==> config.mk <==
export PLATFORM = sky130hd
export DESIGN_NAME = seq_divider
export DESIGN_NICKNAME = d
export VERILOG_FILES = /design/src/rtl/seq_divider.sv
export SDC_FILE = /design/constraint.sdc
export NUM_CORES = 1
export LEC_CHECK = 0
export ABC_AREA = 1
export CAP_MARGIN = 0
export CORE_MARGIN = 2
export CORE_UTILIZATION = 61
export CTS_CLUSTER_DIAMETER = 120
export CTS_CLUSTER_SIZE = 40
export DETAILED_ROUTE_END_ITERATION = 16
export PLACE_DENSITY_LB_ADDON = 0.08
export SYNTH_ARGS = -nofsm -noshare
export SYNTH_HDL_FRONTEND = slang
export SYNTH_SLANG_ARGS = --single-unit
==> constraint.sdc <==
create_clock -name clk -period 7 [get_ports clk]
set_clock_uncertainty 0.1 [all_clocks]
set_input_delay 1.4 -clock clk [delete_from_list [all_inputs] [get_ports clk]]
set_output_delay 1.4 -clock clk [all_outputs]
set_load 0.03 [all_outputs]
==> src/rtl/seq_divider.sv <==
// Multi-cycle unsigned restoring divider: one subtract/restore step per clock,
// start/done handshake, quotient, remainder and divide-by-zero flag.
module seq_divider #(
  parameter int N = 32
) (
  input  logic         clk,
  input  logic         rst,
  input  logic         start,
  input  logic [N-1:0] a,
  input  logic [N-1:0] b,
  output logic         busy,
  output logic         done,
  output logic [N-1:0] y,
  output logic [N-1:0] remainder,
  output logic         div_zero
);

  localparam int CW = $clog2(N + 1);

  typedef enum logic [1:0] {IDLE, RUN, DONE} state_t;

  state_t state, state_next;

  logic [N:0]    rem_q;
  logic [N-1:0]  quo_q;
  logic [N-1:0]  div_q;
  logic [CW-1:0] cnt_q;

  logic [N+1:0]  rem_shift;
  logic [N+1:0]  trial;
  logic [N:0]    rem_next;
  logic [N-1:0]  quo_next;
  logic          last_iter;

  // The shifted remainder never reaches 2^(N+1), so bit N+1 of trial is a true sign bit.
  always_comb begin
    rem_shift = {rem_q, quo_q[N-1]};
    trial     = rem_shift - {2'b00, div_q};
    if (trial[N+1]) begin
      rem_next = rem_shift[N:0];
      quo_next = {quo_q[N-2:0], 1'b0};
    end else begin
      rem_next = trial[N:0];
      quo_next = {quo_q[N-2:0], 1'b1};
    end
    last_iter = (cnt_q == CW'(N - 1));
  end

  always_ff @(posedge clk or negedge rst) begin
    if (!rst) state <= IDLE;
    else      state <= state_next;
  end

  always_comb begin
    state_next = state;
    busy       = (state != IDLE);
    done       = (state == DONE);
    case (state)
      IDLE: begin
        if (start) state_next = (b == '0) ? DONE : RUN;
      end
      RUN: begin
        if (last_iter) state_next = DONE;
      end
      DONE: begin
        state_next = IDLE;
      end
      default: begin
        state_next = IDLE;
      end
    endcase
  end

  // Visible results change only on completion (or at acceptance for b == 0).
  always_ff @(posedge clk or negedge rst) begin
    if (!rst) begin
      rem_q     <= '0;
      quo_q     <= '0;
      div_q     <= '0;
      cnt_q     <= '0;
      y         <= '0;
      remainder <= '0;
      div_zero  <= 1'b0;
    end else begin
      case (state)
        IDLE: begin
          if (start) begin
            if (b == '0) begin
              y         <= '1;
              remainder <= a;
              div_zero  <= 1'b1;
            end else begin
              quo_q <= a;
              div_q <= b;
              rem_q <= '0;
              cnt_q <= '0;
            end
          end
        end
        RUN: begin
          quo_q <= quo_next;
          rem_q <= rem_next;
          cnt_q <= cnt_q + CW'(1);
          if (last_iter) begin
            y         <= quo_next;
            remainder <= rem_next[N-1:0];
            div_zero  <= 1'b0;
          end
        end
        default: begin
        end
      endcase
    end
  end

endmodule

* After elaboration in Yosys (flattened, before gate mapping)
Index checks and enable logic that the tools add are counted.
Operators by class: mux-type cells 27, reductions and logical operators 8, $add $sub $neg 2, bitwise logic cells 1, equal/unequal tests 7
Operator list (number):
- 32-bit two-way mux | 8
- 32-bit case mux with 2 select lines | 3
- 33-bit two-way mux | 3
- 33-bit case mux with 2 select lines | 1
- 34-bit by 32-bit subtractor with 34-bit output | 1
- 32-bit logical NOT | 1
- 6-bit two-way mux | 2
- 6-bit case mux with 2 select lines | 1
- 2-bit inequality test (second input constant) | 4
- 6-bit by 1-bit adder with 6-bit output (second input constant) | 1
- 6-bit by 5-bit equality test with 1-bit output (second input constant) | 1
- 2-bit two-way mux | 3
- 3-bit AND reduction | 2
- 1-bit two-way mux | 4
- 2-bit case mux with 2 select lines | 1
- 4-bit AND reduction | 1
- 2-bit nonzero test | 2
- 2-bit by 1-bit equality test with 1-bit output (second input constant) | 1
- 2-bit equality test (second input constant) | 1
- 2-bit logical NOT | 1
- 1-bit case mux with 2 select lines | 1
- 2-bit AND reduction | 1
- 1-bit NOT | 1
Word-level totals: input bits 67, flip-flop bits (word level) 170, logic and storage cells 53, output and inout bits 67

* Depth between registers and ports, before layout
depth in word-level cells 4, mapped depth 19, mapped depth without buffers 18

* Least setup slack after synthesis
OpenSTA, ideal clock, no wires.
path type input port to flip-flop, from in b[19], to reg remainder[10], setup time 113 ps, arrival time 2781 ps, path buffers 2, data required time 6787 ps, stages 11, slack 4006 ps, cells stage by stage or2_1 > nor4_1 > nand4_1 > nand2_1 > nand2_1 > buf_2 > buf_2 > nor2_1 > nand3_1 > nand2_1 > inv_1
On the way: cells in the longest elaborated chain, start to end 3
RTL lines:
- start, declared | RTL line 10 | input logic [N-1:0] b,
- 32-bit logical NOT | RTL line 88 | if (b == '0) begin
- 2-bit inequality test (no source line)
- 4-bit AND reduction (no source line)
- end signal, assigned | RTL line 106 | remainder <= rem_next[N-1:0];
- end, declared | RTL line 14 | output logic [N-1:0] remainder,
Every way passes these cells. A chain may end at the register's enable or synchronous reset.

* Worst setup path after layout
from in b[5], to reg remainder[22]
The elaborated chain is that of the path after synthesis.

==> flow_summary.ini <==
[cells_and_area]
antenna_cells = 0
final_cells = 1793
post_route_cells_drive_above_1_share_pct = 4.58
syn2layout_area_growth_pct = 19.3
finish.instance_area_um2 = 12200
final_nets = 1661
final_core_utilization_pct = 74.1

[yosys]
number_of_different_library_cells_in_the_post_synthesis_netlist = 41
synthesis.nets = 1560
yosys_register_bits = 170
synthesis.instances = 1459
syn-mean-instance-area_um2 = 7.03
seq_area_frac_synth_pct = 41.5
synthesis.area_um2 = 10300
yosys_warnings = 0

[cts]
tritoncts_clock_tree = done
cts_made_buffers = 17
root_buffer = sky130_fd_sc_hd__clkbuf_16
clockBufferDepth = 2
insertion_delay_ps = 440
cts.sinks = 170
htree_num_levels = 4
cts_hold_buffers = 0
clk_transition_reported_paths_ps = 80
cts_resized = 0
cts.repair_timing.setup_buffer_count = 0

[route]
route.detailed.wl_per_inst_um = 15.5
dr_drc_count = 0
drt_first_iter_violations = 849
antenna_left = 0
vias_per_cell = 5.48
drt_pre_antenna_iters = 7
finalWirelength_mm = 27.8
routed-via-count = 9824

[place]
hpwlAfterDp_mm = 20.5
portBuffers = 133
last_weighted_congestion_value_of_the_routability_driven_placer = 1.07
dp_cells = 1761
placed_cell_area_um2 = 11700

[global_route]
maximum_number_of_pins_on_one_net_before_global_route_repair = 99
global_route.overflow_total = 0
grt_antenna_before_repair = 0
grt_util_all_layers_pct = 32.4
via_count_of_the_first_global_routing_pass = 9164
first_pass_grt_wire_length_mm = 45.7

[pwr]
power-per-cell-area_nw_per_um2 = 582
irDropWorstVdd_uv = 265
total_leakage_power_uw = 0.00639

[sta]
timing.setup.tns_ps = 0
setup_viol_count_final = 0
post-route-period-util_pct = 64.3
final_max_slew_viol_count = 0
grt_setup_unrepaired = no
timing.final.hold_violations = 0
peak_clock_frequency_supported_by_timing_mhz = 222
post-route-min-period_ps = 4500
max-slew-margin-rel_pct = 22.5
worst_pin_slew_ps = 1160

[worst_setup_path]
crit_path_end_kind = flip-flop
path_class = primary input to flip-flop
timing.critical_path.from_type = primary input
crit_arrival_ps = 4770
path_max_fanout = 47
critical_path_required_ps = 7270

[flow_run]
max_cap_viol_count = 0

[die]
start_util_pct = 62.1
die_x_um = 134
design.portCount = 134
core.rowCount = 47
dieHeight_um = 134
die_area_um2 = 17900
coreArea_um2 = 16500

[outcome]
outcome = finished clean

[min_path]
min_path_type = flip-flop to flip-flop
-- placed cells by master (no fill, tap or decap), types with 2 or more instances in the layout --
cell type and instances:
sky130_fd_sc_hd__o22ai_1 2, sky130_fd_sc_hd__and2_1 2, sky130_fd_sc_hd__or2_0 11, sky130_fd_sc_hd__inv_2 5, sky130_fd_sc_hd__nand3b_1 2, sky130_fd_sc_hd__o21ai_0 69
sky130_fd_sc_hd__o21ai_1 8, sky130_fd_sc_hd__ha_1 33, sky130_fd_sc_hd__clkbuf_16 17, sky130_fd_sc_hd__nand3_1 131, sky130_fd_sc_hd__a21o_1 3, sky130_fd_sc_hd__inv_6 6
sky130_fd_sc_hd__xor2_1 17, sky130_fd_sc_hd__a31oi_1 34, sky130_fd_sc_hd__dfrtp_1 170, sky130_fd_sc_hd__nand2_1 420, sky130_fd_sc_hd__nand2_2 2, sky130_fd_sc_hd__or2_1 14
sky130_fd_sc_hd__a21oi_1 21, sky130_fd_sc_hd__nand3_2 2, sky130_fd_sc_hd__nor2_1 159, sky130_fd_sc_hd__nor3_1 4, sky130_fd_sc_hd__nand4_1 43, sky130_fd_sc_hd__buf_4 5
sky130_fd_sc_hd__nor4_1 6, sky130_fd_sc_hd__nand2_4 4, sky130_fd_sc_hd__or2_2 15, sky130_fd_sc_hd__inv_8 4, sky130_fd_sc_hd__clkinv_8 2, sky130_fd_sc_hd__nor2_4 2
sky130_fd_sc_hd__inv_1 215, sky130_fd_sc_hd__clkdlybuf4s50_1 132
-- worst max-delay path: stages --
cell,delay (ps)
sky130_fd_sc_hd__clkdlybuf4s50_1,410
sky130_fd_sc_hd__or2_0,230
sky130_fd_sc_hd__nor4_1,350
sky130_fd_sc_hd__nand4_1,340
sky130_fd_sc_hd__nand2_1,250
sky130_fd_sc_hd__nand2_2,420
sky130_fd_sc_hd__buf_4,430
sky130_fd_sc_hd__inv_2,560
sky130_fd_sc_hd__or2_0,200
sky130_fd_sc_hd__nand2_1,60
sky130_fd_sc_hd__inv_1,60
-- metrics by stage --
| stage | power, uW | worst slack [ps] | hold WS, ps |
|---|---|---|---|
| after floorplan | 4890 | 4010 | 346 |
| after global placement | 6010 | 2090 | 365 |
| after detailed placement | 6100 | 2060 | 372 |
| after CTS | 7080 | 2490 | 390 |
| after global routing | 7730 | 2220 | 410 |
| final | 7120 | 2500 | 389 |
-- where the power goes --
group / leakage, uW / switching, uW / internal [uW]
clock: 0.000286 / 458 / 487
sequential: 0.00203 / 320 / 1470
combinational: 0.00408 / 2900 / 1490
total: 0.00639 / 3680 / 3440
-- sequential cells by signal (all words and copies together), names as in the netlist --
name,count
cnt_q,6
rem_q,33
div_q,32
div_zero,1
y,32
remainder,32
state,2
quo_q,32
-- path summary, 6_finish.rpt --
path	startpoint	to	slack, ps	cells past startpoint
setup reg to reg	state[0]	remainder[22]	3080	11
setup / recovery	b[5]	remainder[22]	2500	11
hold / removal	y[21]	y[21]	390	2
hold reg to reg	y[21]	y[21]	390	2
min in group asynchronous	rst	y[8]	800	1
max in group asynchronous	rst	rem_q[23]	4840	2
-- synthesized netlist by cell type (all sizes together) --
cell / count / area (um^2)
nor2: 162 / 618
o21ai: 78 / 402
ha: 33 / 413
a21o: 3 / 22.5
o21bai: 1 / 7.51
dfrtp: 170 / 4250
buf: 25 / 146
inv: 220 / 826
fa: 1 / 20.0
nor4: 6 / 37.5
o22ai: 2 / 12.5
a22o: 1 / 8.76
or2: 40 / 250
clkbuf: 31 / 118
nor3: 4 / 20.0
xor2: 17 / 149
nand4: 43 / 269
a211oi: 1 / 7.51
a31oi: 34 / 213
nand3: 133 / 676
o211ai: 2 / 20.0
nand2: 426 / 1630
nand3b: 2 / 15.0
a21oi: 22 / 114
and2: 2 / 12.5
-- logic make-up after synthesis --
logic type      after synthesis  share of synthesized area, %
simple gates                818                          34.4
buf+inv                     276                          10.6
flops                       170                          41.5
xor+xnor                     17                          1.45
compound gates              144                          7.86
fa+ha+maj                    34                          4.22
-- area by class of cell --
cell class,instances,area [um^2]
Clock buffer,18,439
Clock inverter,14,146
Fill cell,1367,4290
Inverter,220,826
Multi-Input combinational cell,1013,4930
Sequential cell,170,4250
Tap cell,220,275
Timing Repair Buffer,138,1370
-- metal layers --
layer | up-vias | share of wire [%] | global-route usage (%)
met5 | - | 0 | 0
met4 | 0 | 1.9 | 9.04
met3 | 52 | 8.2 | 6.09
met2 | 415 | 45 | 50.2
met1 | 4534 | 45 | 46.9
li1 | 4823 | - | -
(Power assumes the default switching activity.)
